## config.mk

```make
export PLATFORM = sky130hd
export DESIGN_NAME = multicycle_control_fsm
export DESIGN_NICKNAME = d
export VERILOG_FILES = /design/src/rtl/multicycle_control_fsm.sv
export SDC_FILE = /design/constraint.sdc
export NUM_CORES = 1
export LEC_CHECK = 0
export BUFFER_PORTS_ARGS = -buffer_cell sky130_fd_sc_hd__buf_2
export CAP_MARGIN = 40
export CORE_MARGIN = 3
export CORE_UTILIZATION = 39
export CTS_CLUSTER_SIZE = 24
export DETAILED_ROUTE_END_ITERATION = 8
export PLACE_DENSITY_LB_ADDON = 0.08
export SLEW_MARGIN = 40
export SYNTH_ARGS = -nofsm -noshare
export SYNTH_HDL_FRONTEND = slang
export SYNTH_SLANG_ARGS = --single-unit
```

## constraint.sdc

```tcl
create_clock -name clk -period 1.5 [get_ports clk]
set_input_delay 0.15 -clock clk [delete_from_list [all_inputs] [get_ports clk]]
set_output_delay 0.15 -clock clk [all_outputs]
set_load 0.05 [all_outputs]
```

## src/rtl/multicycle_control_fsm.sv

```systemverilog
// Main sequencing FSM for the 16-bit TSC multicycle CPU.
// Outputs are decoded combinationally from the current state, opcode, funct and mem_ready.
//
// state | meaning
// IF    | fetch instruction, PC <= PC+1 once memory is ready
// ID    | decode, branch target into ALUOut, retire jumps/WWD/HLT/NOP
// EX    | ALU operation or branch resolve
// MEM   | data memory access for LWD/SWD
// WB    | register file write-back
// HALT  | sticky halt until reset
module multicycle_control_fsm #(
    parameter logic [3:0] OPC_RTYPE = 4'd15,
    parameter logic [5:0] FN_HLT    = 6'd29,
    parameter logic [5:0] FN_WWD    = 6'd28
) (
    input  logic       clk,
    input  logic       reset_n,
    input  logic [3:0] opcode,
    input  logic [5:0] funct,
    input  logic       bcond,
    input  logic       mem_ready,
    output logic       alu_op,
    output logic       alu_src_a,
    output logic [1:0] alu_src_b,
    output logic [1:0] pc_source,
    output logic       pc_update,
    output logic       i_or_d,
    output logic       mem_read,
    output logic       mem_write,
    output logic       ir_write,
    output logic       reg_write,
    output logic [1:0] reg_dst,
    output logic [1:0] mem_to_reg,
    output logic       output_active,
    output logic       inst_done,
    output logic       is_halted,
    output logic [2:0] state
);

    localparam logic [2:0] S_IF   = 3'd0;
    localparam logic [2:0] S_ID   = 3'd1;
    localparam logic [2:0] S_EX   = 3'd2;
    localparam logic [2:0] S_MEM  = 3'd3;
    localparam logic [2:0] S_WB   = 3'd4;
    localparam logic [2:0] S_HALT = 3'd5;

    localparam logic [3:0] OPC_ADI = 4'd4;
    localparam logic [3:0] OPC_ORI = 4'd5;
    localparam logic [3:0] OPC_LHI = 4'd6;
    localparam logic [3:0] OPC_LWD = 4'd7;
    localparam logic [3:0] OPC_SWD = 4'd8;
    localparam logic [3:0] OPC_JMP = 4'd9;
    localparam logic [3:0] OPC_JAL = 4'd10;
    localparam logic [5:0] FN_JPR  = 6'd25;
    localparam logic [5:0] FN_JRL  = 6'd26;

    logic [2:0] state_q, next_state;

    logic is_branch, is_rtype, is_ralu, is_jpr, is_jrl, is_wwd, is_hlt;
    logic is_adi, is_ori, is_lhi, is_lwd, is_swd, is_jmp, is_jal, is_undef;

    always_comb begin
        is_branch = (opcode <= 4'd3);
        is_rtype  = (opcode == OPC_RTYPE);
        is_ralu   = is_rtype && (funct <= 6'd7);
        is_jpr    = is_rtype && (funct == FN_JPR);
        is_jrl    = is_rtype && (funct == FN_JRL);
        is_wwd    = is_rtype && (funct == FN_WWD);
        is_hlt    = is_rtype && (funct == FN_HLT);
        is_adi    = (opcode == OPC_ADI);
        is_ori    = (opcode == OPC_ORI);
        is_lhi    = (opcode == OPC_LHI);
        is_lwd    = (opcode == OPC_LWD);
        is_swd    = (opcode == OPC_SWD);
        is_jmp    = (opcode == OPC_JMP);
        is_jal    = (opcode == OPC_JAL);
        is_undef  = !(is_branch || is_ralu || is_jpr || is_jrl || is_wwd || is_hlt ||
                      is_adi || is_ori || is_lhi || is_lwd || is_swd || is_jmp || is_jal);
    end

    always_ff @(posedge clk or negedge reset_n) begin
        if (!reset_n) state_q <= S_IF;
        else          state_q <= next_state;
    end

    logic       c_alu_op, c_src_a, c_i_or_d, c_mem_read, c_mem_write, c_ir_write;
    logic       c_reg_write, c_out_act, c_done, c_halted, c_pc_write, c_pc_write_cond;
    logic [1:0] c_src_b, c_pc_source, c_reg_dst, c_mem_to_reg;

    always_comb begin
        next_state      = state_q;
        c_alu_op        = 1'b0;
        c_src_a         = 1'b0;
        c_src_b         = 2'd0;
        c_pc_source     = 2'd0;
        c_pc_write      = 1'b0;
        c_pc_write_cond = 1'b0;
        c_i_or_d        = 1'b0;
        c_mem_read      = 1'b0;
        c_mem_write     = 1'b0;
        c_ir_write      = 1'b0;
        c_reg_write     = 1'b0;
        c_reg_dst       = 2'd0;
        c_mem_to_reg    = 2'd0;
        c_out_act       = 1'b0;
        c_done          = 1'b0;
        c_halted        = 1'b0;
        case (state_q)
            S_IF: begin
                c_mem_read = 1'b1;
                if (mem_ready) begin
                    c_ir_write = 1'b1;
                    c_pc_write = 1'b1;
                    c_src_b    = 2'd1;
                    next_state = S_ID;
                end
            end
            S_ID: begin
                c_src_b = 2'd2;
                if (is_jmp || is_jal || is_jpr || is_jrl) begin
                    c_pc_write  = 1'b1;
                    c_pc_source = (is_jmp || is_jal) ? 2'd2 : 2'd3;
                    c_done      = 1'b1;
                    next_state  = S_IF;
                    if (is_jal || is_jrl) begin
                        c_reg_write  = 1'b1;
                        c_reg_dst    = 2'd2;
                        c_mem_to_reg = 2'd2;
                    end
                end else if (is_wwd || is_undef) begin
                    c_out_act  = is_wwd;
                    c_done     = 1'b1;
                    next_state = S_IF;
                end else if (is_hlt) begin
                    c_done     = 1'b1;
                    next_state = S_HALT;
                end else begin
                    next_state = S_EX;
                end
            end
            S_EX: begin
                c_src_a    = 1'b1;
                next_state = S_WB;
                if (is_branch) begin
                    c_pc_source     = 2'd1;
                    c_pc_write_cond = 1'b1;
                    c_done          = 1'b1;
                    next_state      = S_IF;
                end else if (is_adi || is_lwd || is_swd) begin
                    c_alu_op = 1'b1;
                    c_src_b  = 2'd2;
                    if (is_lwd || is_swd) next_state = S_MEM;
                end else if (is_ori || is_lhi) begin
                    c_alu_op = 1'b1;
                    c_src_b  = 2'd3;
                end else if (is_ralu) begin
                    c_alu_op = 1'b1;
                end else begin
                    next_state = S_IF;
                end
            end
            S_MEM: begin
                c_i_or_d    = 1'b1;
                c_mem_read  = is_lwd;
                c_mem_write = is_swd;
                if (mem_ready) begin
                    if (is_lwd) begin
                        next_state = S_WB;
                    end else begin
                        c_done     = is_swd;
                        next_state = S_IF;
                    end
                end
            end
            S_WB: begin
                c_reg_write  = 1'b1;
                c_done       = 1'b1;
                c_reg_dst    = is_ralu ? 2'd1 : 2'd0;
                c_mem_to_reg = is_lwd ? 2'd1 : 2'd0;
                next_state   = S_IF;
            end
            S_HALT: begin
                c_halted = 1'b1;
            end
            default: next_state = S_IF;
        endcase
    end

    // Gate with reset_n so an asserted reset silences every strobe immediately.
    assign alu_op        = reset_n & c_alu_op;
    assign alu_src_a     = reset_n & c_src_a;
    assign alu_src_b     = {2{reset_n}} & c_src_b;
    assign pc_source     = {2{reset_n}} & c_pc_source;
    assign pc_update     = reset_n & (c_pc_write | (c_pc_write_cond & bcond));
    assign i_or_d        = reset_n & c_i_or_d;
    assign mem_read      = reset_n & c_mem_read;
    assign mem_write     = reset_n & c_mem_write;
    assign ir_write      = reset_n & c_ir_write;
    assign reg_write     = reset_n & c_reg_write;
    assign reg_dst       = {2{reset_n}} & c_reg_dst;
    assign mem_to_reg    = {2{reset_n}} & c_mem_to_reg;
    assign output_active = reset_n & c_out_act;
    assign inst_done     = reset_n & c_done;
    assign is_halted     = reset_n & c_halted;
    assign state         = {3{reset_n}} & state_q;

endmodule
```

==> flow_summary.toml, run 1 <==
[run_status]
status = "aborted with a tool error"
stop_stage = "clock tree synthesis (4_1_cts)"
tool.error = "[ERROR DPL-0038] Utilization greater than 100%, impossible to legalize"

[floorplan]
num_rows = 14
fp.dieH_um = 47.4
die_w_um = 47.4
initial_utilization = 0.429
ioPinCount = 36

[yosys]
syn_area_per_cell_um2 = 6.75
synth-seq-cells = 3
synth_area_um2 = 668
netlist.area_leader.share = 0.112
synth_nets = 113
ys_seq_area_frac = 0.112
synth_top_area_cell = "dfrtp_1"
synthTopCellsByArea = "dfrtp_1 11%, nor2_1 7.3%, a21oi_1 6.0%, nand2_1 5.1%, nand2b_1 3.7%"
ys.flop_type = "dfrtp_1"
syn_inst = 99
synth_edf_count = 0
yosys_warnings = 0
async_reset_ff_frac = 1.00
ys_types = 37

[clocking]
clock_path_buffers = 2
cts.repair.resized = 69
postCtsSetupBuffers = 8
postCtsHoldBufs = 1
cts_root_buffer = "clkbuf_4"
htree_levels = 1
cts_buffers = 3
clock-sinks = 3

[place]
portBuffers = 35
placedCellCount = 184
gp_congestion = 0.870
placed_area_mm2 = 0.00132
hpwl_um = 2370
cell usage after synthesis, types with 2 or more instances:
library cell  instances
nor3_1                4
buf_2                 3
nand2b_1              4
a31oi_1               3
nand4_1               2
o21ai_0               5
and2_1                3
nand3b_1              3
dfrtp_1               3
nor2_1               13
nand2_1               9
nor4_1                3
a21oi_1               8
nor2b_1               4
nand4b_1              2
or4_1                 2
inv_1                 3
nand3_1               3
xor2_1                2
buf_4                 3
metrics by stage:
stage / worst slack [ps] / utilization
floorplan: -159 / -
global placement: -152 / 0.849
detailed placement: -166 / 0.849
cells by family after synthesis:
| logic type | count (synthesis) | share of synthesized area |
|---|---|---|
| AO/OA/AOI/OAI | 23 | 0.225 |
| XOR/XNOR | 2 | 0.0262 |
| buffers and inverters | 11 | 0.0955 |
| flip-flops | 3 | 0.112 |
| AND/OR/NAND/NOR | 60 | 0.541 |
==> run 2: changes to the inputs <==
CORE_AREA = 3 3 64 66   (was default)
CORE_MARGIN = default   (was 3)
CORE_UTILIZATION = default   (was 39)
CTS_CLUSTER_SIZE = default   (was 24)
DIE_AREA = 0 0 67 69   (was default)
PLACE_DENSITY_LB_ADDON = 0.15   (was 0.08)
clock period = 2 ns   (was 1.5 ns; I/O delays follow)
==> run 2 against run 1 <==
Effect of this change:
- the flow now finishes without violations
- synthesized cell count unchanged
- area after synthesis unchanged
==> flow_summary.toml, run 2 <==
[run_status]
status = "complete, no violations"

[yosys]
ys_types = 37
async_reset_ff_frac = 1.00
synth_adder_area_share = 0
synth_compound_area_frac = 0.225
synth_top_family_by_area = "simple AND/OR/NAND/NOR gates"
synth_top_area_cell = "dfrtp_1"
ys_seq_area_frac = 0.112
netlist.area_leader.share = 0.112
synthSimpleGateAreaFrac = 0.541
yosys_warnings = 0
synth_xor_xnor_area_share = 0.0262
yosysMostFrequentCell = "nor2_1"
synthMuxAreaShare = 0
synth_area_um2 = 668
ys.flop_type = "dfrtp_1"
syn_inst = 99
synth_edf_count = 0
syn_area_per_cell_um2 = 6.75
synthTopCellsByCount = "13 x nor2_1, 9 x nand2_1, 8 x a21oi_1"
synthTopCellsByArea = "dfrtp_1 11%, nor2_1 7.3%, a21oi_1 6.0%, nand2_1 5.1%, nand2b_1 3.7%"
synth-seq-cells = 3
synth_nets = 113

[place]
dpl_worst_slack_ps = 184
hpwl_um = 1920
portBuffers = 35
gp_congestion = 0.814

[setup_path]
crit_path_end_kind = "output pin"
critical_path_class = "flop to output pin"
critical_path.max_fanout = 10
reg2reg_slack_ps = 420
crit_arrival_ps = 1680
path_cells = "nand2b_1 -> nor2_2 -> a311o_2 -> buf_2"
r2r-start = "state_q[2]$_DFFE_PN0P_"
worst_path_max_delay_cell = "dfrtp_1"
r2r_end = "state_q[2]$_DFFE_PN0P_"
crit_required_ps = 1800
max_stage_delay_ps = 500
startpoint_type = "flop"
r2r_cells = 4

[finish]
syn_to_final_growth_pct = 43.3
largest_reg_flops = 3
regMostFlops = "state_q"
diodes = 0
seq_area_um2 = 76.3
layout_commonest_cell = "buf_2"
multi_input_area_um2 = 561
reg_top3 = "state_q: 3 flops"
drive_gt1_frac = 0.410
fin_util = 0.263
final_cell_mix = "35 x buf_2, 12 x nor2_1, 9 x nand2_1"
nets = 149
filler_cell_count = 418

[global_route]
gr-total-overflow = 0
antenna_found_initial = 0
grtUsageTotal = 0.106
grt_pass1_vias = 838
grt_max_degree = 15
grt_pass1_wl_um = 3870

[pwr]
power.total_uw = 943
power-per-cell-area_mw_per_mm2 = 986
p_leak_nw = 0.454
peakVddDrop_v = 0.000203

[floorplan]
coreArea_mm2 = 0.00363
initial_utilization = 0.184
die_area_mm2 = 0.00462
ioPinCount = 36
die_w_um = 67
fp.dieH_um = 69
num_rows = 22

[clocking]
cts_tree = "yes"
postCtsSetupBuffers = 0
insertion_delay_ps = 210
clock_path_buffers = 2
clkTransAtPathRegs_ps = 30
htree_levels = 1
cts_root_buffer = "clkbuf_8"
clock-sinks = 3
cts_buffers = 3

[timing]
fin_crit_sh = 0.939
finClkSkew_ps = 1.34
setup_tns_ps = 0
fmax_ghz = 0.533
worstMarginPinSlew_ps = 457
hold_viol = 0
rsz0062_at_grt = "false"
slew_headroom = 0.691
finalCriticalPeriod_ps = 1880
fin_ws_ps = 122
drv_slew = 0
setup_viol = 0

[route]
drtPass1Iterations = 5
drc = 0
wl_um = 2340
vias_per_cell = 4.82
vias = 877
drtIter0Drc = 45
final_antenna_net_count = 0
routedWlPerCell_um = 12.9

[min_path]
hp-class = "input port to flop"
min_to = "state_q[1]$_DFFE_PN0P_"
min_from = "mem_ready"
whs_path_depth = 4

[job]
drv_cap = 0
[run 2: cell counts after synthesis]
No cell type changed its count.
[run 2: cell families (layout without fill, tap and decap cells)]
group,count (synthesis),count (layout)
DFF,3,3
AOI/OAI and AO/OA,23,23
and+or+nand+nor,60,60
xor gates and xnor gates,2,2
buffers and inverters,11,46
[run 2: critical path, delay by kind of cell (launching register included)]
kind / cells / cell delay, ps
and+or+nand+nor: 2 / 380
AOI/OAI and AO/OA: 1 / 380
buffers and inverters: 1 / 210
DFF: 1 / 500
[run 2: worst max-delay path by stage]
stage / slack, ps / endpoint / cells after the start / start
finish: 120 / pc_update / 4 / state_q[2]$_DFFE_PN0P_
global route: 40 / pc_update / 4 / state_q[2]$_DFFE_PN0P_
CTS: 50 / pc_update / 5 / state_q[1]$_DFFE_PN0P_
detailed placement: 180 / inst_done / 5 / opcode[0]
global placement: 210 / inst_done / 5 / opcode[0]
floorplan: -160 / reg_dst[0] / 4 / state_q[2]$_DFFE_PN0P_
[run 2: final cells by class]
type	count	share of cell area
Timing Repair Buffer	38	0.209
Tap cell	48	0.0627
Sequential cell	3	0.0797
Multi-Input combinational cell	85	0.586
Clock buffer	4	0.0471
Inverter	4	0.0157
[run 2: layer usage]
metal / vias to the layer above / routed length, µm / track usage
li1: 435 / - / -
met1: 398 / 1110 / 0.147
met5: - / 0 / 0
met4: 0 / 46 / 0.0563
met3: 4 / 180 / 0.0147
met2: 40 / 1010 / 0.155
[run 2: repair_timing]
action,CTS,global route
resized for setup,0,1
hold buffers,1,0
endpoints found under the setup margin,0,4
hold endpoints to repair,3,0
[run 2: through the flow]
step	cells	hold slack, ps	cell area (µm²)
6_report	182	397	957
3_3_place_gp	177	38.6	901
2_1_floorplan	99	-95.6	699
3_5_place_dp	177	42.2	901
4_1_cts	182	403	956
5_1_grt	182	439	957
[run 2: where the power goes]
part / internal (mW) / switching (mW) / total (mW) / leakage, nW
Clock: 0.136 / 0.0382 / 0.174 / 0.0228
Sequential: 0.0834 / 0.0504 / 0.134 / 0.0376
Combinational: 0.198 / 0.438 / 0.636 / 0.394
Power figures use the tool's default switching activity.
